$ cat config.mk
export PLATFORM = sky130hd
export DESIGN_NAME = mem_line_sequencer_flat
export DESIGN_NICKNAME = d
export VERILOG_FILES = /design/src/rtl/mem_line_sequencer_pkg.sv /design/src/rtl/mem_line_sequencer_if.sv /design/src/rtl/mem_line_sequencer.sv /design/src/flat_wrapper.sv
export SDC_FILE = /design/constraint.sdc
export NUM_CORES = 1
export LEC_CHECK = 0
export ABC_CLOCK_PERIOD_IN_PS = 9900
export CELL_PAD_IN_SITES_DETAIL_PLACEMENT = 0
export CELL_PAD_IN_SITES_GLOBAL_PLACEMENT = 1
export CORE_ASPECT_RATIO = 1.2
export CORE_MARGIN = 5
export CORE_UTILIZATION = 25
export CTS_BUF_LIST = sky130_fd_sc_hd__clkbuf_16
export DETAILED_ROUTE_END_ITERATION = 8
export PLACE_DENSITY = 0.71
export SLEW_MARGIN = 20
export SYNTH_ARGS = -nofsm -noshare
export SYNTH_HDL_FRONTEND = slang
export SYNTH_SLANG_ARGS = --single-unit
export TNS_END_PERCENT = 10
$ cat constraint.sdc
create_clock -name clock -period 9.9 [get_ports clock]
set_input_delay 1.98 -clock clock [delete_from_list [all_inputs] [get_ports clock]]
set_output_delay 1.98 -clock clock [all_outputs]
set_load 0.01 [all_outputs]
$ cat src/rtl/mem_line_sequencer_pkg.sv
// Shared memory-protocol definitions: Opm/OK codes, bus fault codes and the
// line sequencer state encoding.
package mem_line_sequencer_pkg;

  localparam logic [1:0] UMEM_OPM_READY   = 2'b00;
  localparam logic [1:0] UMEM_OPM_READ    = 2'b01;
  localparam logic [1:0] UMEM_OPM_WRITE   = 2'b10;
  localparam logic [1:0] UMEM_OPM_ILLEGAL = 2'b11;

  localparam logic [1:0] UMEM_OK_READY = 2'd0;
  localparam logic [1:0] UMEM_OK_OK    = 2'd1;
  localparam logic [1:0] UMEM_OK_HOLD  = 2'd2;
  localparam logic [1:0] UMEM_OK_FAULT = 2'd3;

  localparam logic [15:0] FLT_EXT_ERR     = 16'h8000;
  localparam logic [15:0] FLT_TIMEOUT     = 16'h8001;
  localparam logic [15:0] FLT_ILLEGAL_OPM = 16'h8002;

  typedef enum logic [1:0] {
    ST_IDLE  = 2'd0,
    ST_BEAT  = 2'd1,
    ST_DONE  = 2'd2,
    ST_FAULT = 2'd3
  } seqState_t;

endpackage

$ cat src/rtl/mem_line_sequencer_if.sv
// Bundles the join-facing Opm/OK port and the narrow external req/ack bus.
interface mem_line_sequencer_if;

  logic [127:0] memOutData;
  logic [47:0]  memAddrA;
  logic [47:0]  memAddrB;
  logic [4:0]   memOpm;
  logic [127:0] memInData;
  logic [1:0]   memOK;
  logic [63:0]  memBusExc;

  logic         extReq;
  logic         extWe;
  logic [47:0]  extAddr;
  logic [31:0]  extWData;
  logic [31:0]  extRData;
  logic         extAck;
  logic         extErr;

  modport master (
    output memOutData, memAddrA, memAddrB, memOpm, extRData, extAck, extErr,
    input  memInData, memOK, memBusExc, extReq, extWe, extAddr, extWData
  );

  modport slave (
    input  memOutData, memAddrA, memAddrB, memOpm, extRData, extAck, extErr,
    output memInData, memOK, memBusExc, extReq, extWe, extAddr, extWData
  );

endinterface

$ cat src/rtl/mem_line_sequencer.sv
// Splits each 128-bit line request into four 32-bit req/ack beats with a
// per-beat timeout; every output is a register fed from the next-state logic.
module mem_line_sequencer
  import mem_line_sequencer_pkg::*;
#(
  parameter int TMO_LIMIT = 255
) (
  input logic                 clock,
  input logic                 reset,
  mem_line_sequencer_if.slave bus
);

  localparam logic [7:0] TMO_LAST = 8'(TMO_LIMIT - 1);

  seqState_t    state, stateNext;
  logic [1:0]   beatCnt, beatNext, beatInc;
  logic [7:0]   tmoCnt, tmoNext;
  logic [43:0]  lineAddr, lineAddrNext;
  logic [127:0] lineData, lineDataNext;
  logic         isWrite, isWriteNext;

  logic [127:0] memInDataQ, inDataNext;
  logic [1:0]   memOKQ, okNext;
  logic [63:0]  memBusExcQ, excNext;
  logic         extReqQ, reqNext;
  logic         extWeQ, weNext;
  logic [47:0]  extAddrQ, addrNext;
  logic [31:0]  extWDataQ, wdataNext;

  logic unusedBits;
  assign unusedBits = ^{bus.memAddrB, bus.memAddrA[3:0], bus.memOpm[2:0]};

  assign bus.memInData = memInDataQ;
  assign bus.memOK     = memOKQ;
  assign bus.memBusExc = memBusExcQ;
  assign bus.extReq    = extReqQ;
  assign bus.extWe     = extWeQ;
  assign bus.extAddr   = extAddrQ;
  assign bus.extWData  = extWDataQ;

  assign beatInc = beatCnt + 2'd1;

  always_ff @(posedge clock or posedge reset) begin
    if (reset) begin
      state      <= ST_IDLE;
      beatCnt    <= 2'd0;
      tmoCnt     <= 8'd0;
      isWrite    <= 1'b0;
      memInDataQ <= '0;
      memOKQ     <= UMEM_OK_READY;
      memBusExcQ <= '0;
      extReqQ    <= 1'b0;
      extWeQ     <= 1'b0;
      extAddrQ   <= '0;
      extWDataQ  <= '0;
    end else begin
      state      <= stateNext;
      beatCnt    <= beatNext;
      tmoCnt     <= tmoNext;
      isWrite    <= isWriteNext;
      memInDataQ <= inDataNext;
      memOKQ     <= okNext;
      memBusExcQ <= excNext;
      extReqQ    <= reqNext;
      extWeQ     <= weNext;
      extAddrQ   <= addrNext;
      extWDataQ  <= wdataNext;
    end
  end

  // Request line latches hold payload only; they need no reset.
  always_ff @(posedge clock) begin
    lineAddr <= lineAddrNext;
    lineData <= lineDataNext;
  end

  always_comb begin
    stateNext    = state;
    beatNext     = beatCnt;
    tmoNext      = tmoCnt;
    lineAddrNext = lineAddr;
    lineDataNext = lineData;
    isWriteNext  = isWrite;
    inDataNext   = memInDataQ;
    okNext       = memOKQ;
    excNext      = memBusExcQ;
    reqNext      = 1'b0;
    weNext       = 1'b0;
    addrNext     = extAddrQ;
    wdataNext    = extWDataQ;

    unique case (state)
      ST_IDLE: begin
        okNext = UMEM_OK_READY;
        unique case (bus.memOpm[4:3])
          UMEM_OPM_READ, UMEM_OPM_WRITE: begin
            lineAddrNext = bus.memAddrA[47:4];
            lineDataNext = bus.memOutData;
            isWriteNext  = (bus.memOpm[4:3] == UMEM_OPM_WRITE);
            beatNext     = 2'd0;
            tmoNext      = 8'd0;
            stateNext    = ST_BEAT;
            okNext       = UMEM_OK_HOLD;
            reqNext      = 1'b1;
            weNext       = (bus.memOpm[4:3] == UMEM_OPM_WRITE);
            addrNext     = {bus.memAddrA[47:4], 4'h0};
            wdataNext    = bus.memOutData[31:0];
          end
          UMEM_OPM_ILLEGAL: begin
            stateNext = ST_FAULT;
            okNext    = UMEM_OK_FAULT;
            excNext   = {FLT_ILLEGAL_OPM, bus.memAddrA[47:4], 4'h0};
          end
          default: ;
        endcase
      end

      ST_BEAT: begin
        okNext  = UMEM_OK_HOLD;
        reqNext = 1'b1;
        weNext  = isWrite;
        // An ack in the expiry cycle still completes the beat.
        if (bus.extAck) begin
          if (bus.extErr) begin
            stateNext = ST_FAULT;
            okNext    = UMEM_OK_FAULT;
            reqNext   = 1'b0;
            weNext    = 1'b0;
            excNext   = {FLT_EXT_ERR, lineAddr, 4'h0};
          end else begin
            if (!isWrite) inDataNext[32*beatCnt +: 32] = bus.extRData;
            if (beatCnt == 2'd3) begin
              stateNext = ST_DONE;
              okNext    = UMEM_OK_OK;
              reqNext   = 1'b0;
              weNext    = 1'b0;
            end else begin
              beatNext  = beatInc;
              tmoNext   = 8'd0;
              addrNext  = {lineAddr, beatInc, 2'b00};
              wdataNext = lineData[32*beatInc +: 32];
            end
          end
        end else if (tmoCnt == TMO_LAST) begin
          stateNext = ST_FAULT;
          okNext    = UMEM_OK_FAULT;
          reqNext   = 1'b0;
          weNext    = 1'b0;
          excNext   = {FLT_TIMEOUT, lineAddr, 4'h0};
        end else begin
          tmoNext = tmoCnt + 8'd1;
        end
      end

      ST_DONE: begin
        okNext = UMEM_OK_OK;
        if (bus.memOpm[4:3] == UMEM_OPM_READY) begin
          stateNext = ST_IDLE;
          okNext    = UMEM_OK_READY;
        end
      end

      ST_FAULT: begin
        okNext = UMEM_OK_FAULT;
        if (bus.memOpm[4:3] == UMEM_OPM_READY) begin
          stateNext = ST_IDLE;
          okNext    = UMEM_OK_READY;
          excNext   = '0;
        end
      end

      default: stateNext = ST_IDLE;
    endcase
  end

endmodule
$ cat src/flat_wrapper.sv
// flat-port wrapper written by rule: the top's interface ports become plain ports
module mem_line_sequencer_flat import mem_line_sequencer_pkg::*;
#(
  parameter int TMO_LIMIT = 255
)
  (clock, reset, bus_memOutData, bus_memAddrA, bus_memAddrB, bus_memOpm, bus_extRData, bus_extAck, bus_extErr, bus_memInData, bus_memOK, bus_memBusExc, bus_extReq, bus_extWe, bus_extAddr, bus_extWData);
  mem_line_sequencer_if bus_i ();
  input logic clock;
  input logic reset;
  input wire logic [$bits(bus_i.memOutData)-1:0] bus_memOutData;
  input wire logic [$bits(bus_i.memAddrA)-1:0] bus_memAddrA;
  input wire logic [$bits(bus_i.memAddrB)-1:0] bus_memAddrB;
  input wire logic [$bits(bus_i.memOpm)-1:0] bus_memOpm;
  input wire logic [$bits(bus_i.extRData)-1:0] bus_extRData;
  input wire logic [$bits(bus_i.extAck)-1:0] bus_extAck;
  input wire logic [$bits(bus_i.extErr)-1:0] bus_extErr;
  output wire logic [$bits(bus_i.memInData)-1:0] bus_memInData;
  output wire logic [$bits(bus_i.memOK)-1:0] bus_memOK;
  output wire logic [$bits(bus_i.memBusExc)-1:0] bus_memBusExc;
  output wire logic [$bits(bus_i.extReq)-1:0] bus_extReq;
  output wire logic [$bits(bus_i.extWe)-1:0] bus_extWe;
  output wire logic [$bits(bus_i.extAddr)-1:0] bus_extAddr;
  output wire logic [$bits(bus_i.extWData)-1:0] bus_extWData;
  assign bus_i.memOutData = bus_memOutData;
  assign bus_i.memAddrA = bus_memAddrA;
  assign bus_i.memAddrB = bus_memAddrB;
  assign bus_i.memOpm = bus_memOpm;
  assign bus_i.extRData = bus_extRData;
  assign bus_i.extAck = bus_extAck;
  assign bus_i.extErr = bus_extErr;
  assign bus_memInData = bus_i.memInData;
  assign bus_memOK = bus_i.memOK;
  assign bus_memBusExc = bus_i.memBusExc;
  assign bus_extReq = bus_i.extReq;
  assign bus_extWe = bus_i.extWe;
  assign bus_extAddr = bus_i.extAddr;
  assign bus_extWData = bus_i.extWData;
  mem_line_sequencer #(.TMO_LIMIT(TMO_LIMIT)) u_core (.clock(clock), .reset(reset), .bus(bus_i));
endmodule
==> qor.yml <==
wire_per_inst_um: 20.0
ys_seq_area_frac: 0.656
clkTransAtPathRegs_ps: 60
dpl.hpwl_um: 39200
rows: 108
powerDensity_nw_per_um2: 311
vias: 13200
cts_buffer_depth: 3
layout-drive-gt1-share: 0.0996
die_w_um: 256
initial_utilization: 0.251
critPathKind: "in2reg"
synth_top_family_by_area: "simple AND/OR/NAND/NOR gates"
setup.worst_path.start_class: "primary input"
rsz0062_at_grt: "no"
track_usage: 0.145
totalWireLength_um: 58800
worstHoldPathType: "reg2reg"
cts_hold_buf: 0
design_area_um2: 25300
dpl-instance-area_um2: 23700
synth_area_leaders: "dfrtp_1, edfxtp_1, o21ai_0"
layout_commonest_cell: "clkdlybuf4s50_1"
yosysWarnings: 0
finalSetupTns_ps: 0
syn_inst: 1513
ys_types: 45
insertion_delay_ps: 590
grt_max_degree: 175
drt_iter0_markers: 874
synthXorXnorAreaFrac: 0.000968
first_pass_iters: 7
final_cell_mix: "clkdlybuf4s50_1, dfrtp_1, inv_1, o21ai_0, edfxtp_1"
antenna_found_initial: 13
post-place-ws_ps: 4560
fin_crit_ps: 4630
numClockSinks: 440
critPathCaptureType: "flop"
via_per_inst: 4.49
synthArstFlopShare: 0.609
cts.repair.resized: 0
final_nets: 2235
overflow: 0
tritoncts: "built"
status: "completed"
setup_viol: 0
ios: 541
hold_violations: 0
drv_slew: 0
grt_pass1_wl_um: 88200
ant_nets: 0
synth_mux_area_frac: 0.0771
ir_drop_mv: 0.138
max_freq_ghz: 0.216
setup_slack_ps: 5270
required_ps: 10370
avgSynthCellArea_um2: 12.0
synth-edff-count: 172
yosysTopAreaCellShare: 0.371
post-route-period-util: 0.467
postCtsSetupBuffers: 0
synth_flop_cell: "dfrtp_1"
numCtsBuffers: 49
syn2layout_area_growth_pct: 39.8
die-area_um2: 77900
p_leak_nw: 10.1
cts-root-buf: "clkbuf_16"
gp_congestion: 0.789
synth_fa_ha_area_frac: 0.00830
totalPowerFinal_mw: 7.86
io_buffers: 466
cp.arrival_ps: 5100
yosys.area_share.simple: 0.0966
fp.dieH_um: 305
coreArea_um2: 72000
finClkSkew_ps: 32.1
post-route-drc-count: 0
synth_top_area_cell: "dfrtp_1"
synth_compound_area_frac: 0.0905
final_util: 0.351
synth_area_um2: 18100
crit_fanout: 79
h-tree-depth: 2
synth_seq_cells: 440
maxCapViolCount: 0
grt_pass1_vias: 13700
tightest_slew_ps: 1060
relSlewSlack: 0.291
-- report_power, final --
group / leakage [nW] / switching, mW / internal, mW
sequential: 4.62 / 0.365 / 2.55
clock: 0.798 / 0.798 / 1.05
combinational: 4.69 / 1.59 / 1.51
-- state kept, by name (all words and copies together), names as in the netlist --
| register | count |
|---|---|
| u_core.bus.extWData | 32 |
| u_core.bus.memOK | 2 |
| u_core.beatCnt | 1 |
| u_core.lineData | 128 |
| u_core.bus.extWe | 1 |
| u_core.bus.extAddr | 45 |
| u_core.bus.memBusExc | 47 |
| u_core.isWrite | 1 |
| u_core.bus.extReq | 1 |
| u_core.state | 2 |
| u_core.lineAddr | 44 |
| u_core.tmoCnt | 8 |
| u_core.bus.memInData | 128 |
-- Yosys cell counts, types with 2 or more instances --
master,n
o21ai_0,175
a21oi_1,67
ha_1,12
mux4_2,32
or3b_1,2
mux2_4,39
nand4_1,4
a21o_1,2
nor3_1,2
inv_1,183
clkbuf_1,51
buf_2,28
buf_4,24
edfxtp_1,172
nand3_1,135
nand2b_1,4
a31oi_1,44
nand2_1,133
nor3b_1,4
o21ai_1,11
nor3b_2,2
nor2_1,81
nor4_4,3
dfrtp_1,268
buf_1,3
buf_6,4
o31ai_1,3
clkbuf_2,2
mux2_2,7
-- logic make-up after synthesis --
group,count (synthesis)
muxes,79
xor gates and xnor gates,2
buffers and inverters,295
AOI/OAI and AO/OA,307
adders and majority gates,12
and+or+nand+nor,377
DFF,440
other,1
-- path summary, 6_finish.rpt --
path | startpoint | endpoint | slack [ps] | cells past startpoint
max reg2reg | u_core.beatCnt[0] | u_core.tmoCnt[7] | 6140 | 6
min in group asynchronous | reset | u_core.bus.memBusExc[5] | 1860 | 2
max in group asynchronous | reset | u_core.bus.extWData[1] | 6580 | 3
min reg2reg | u_core.bus.memBusExc[21] | u_core.bus.memBusExc[21] | 510 | 1
min | u_core.bus.memBusExc[21] | u_core.bus.memBusExc[21] | 510 | 1
max | bus_extAck | u_core.tmoCnt[7] | 5270 | 6
-- stage by stage --
stage                     cells  hold WS, ps
after global placement     2842          490
after floorplan            1531          472
after CTS                  2933          514
after global routing       2941          526
after detailed placement   2842          494
final                      2941          512
-- layer usage --
| metal | track usage | up-vias | part of all wire |
|---|---|---|---|
| li1 | - | 6069 | - |
| met1 | 0.174 | 6569 | 0.40 |
| met2 | 0.250 | 449 | 0.50 |
| met3 | 0.0371 | 112 | 0.063 |
| met4 | 0.0583 | 10 | 0.039 |
| met5 | 0 | - | 0.0011 |
-- worst max-delay path: stages --
cell             delay, ps
clkdlybuf4s50_1        600
nor3b_1                700
a21o_4                 640
buf_4                  760
o21ai_0                200
a21o_1                 210
-- area by class of cell --
type	count	area, um^2
diodes	8	20.0
clock buffers	51	1280
clock inverters	40	332
fillers	7111	46700
inverters	183	694
multi-input cells	796	5080
flip-flops and latches	440	11900
well taps	935	1170
repair buffers	488	4840
Note: power is estimated with default switching activity, not from simulation.
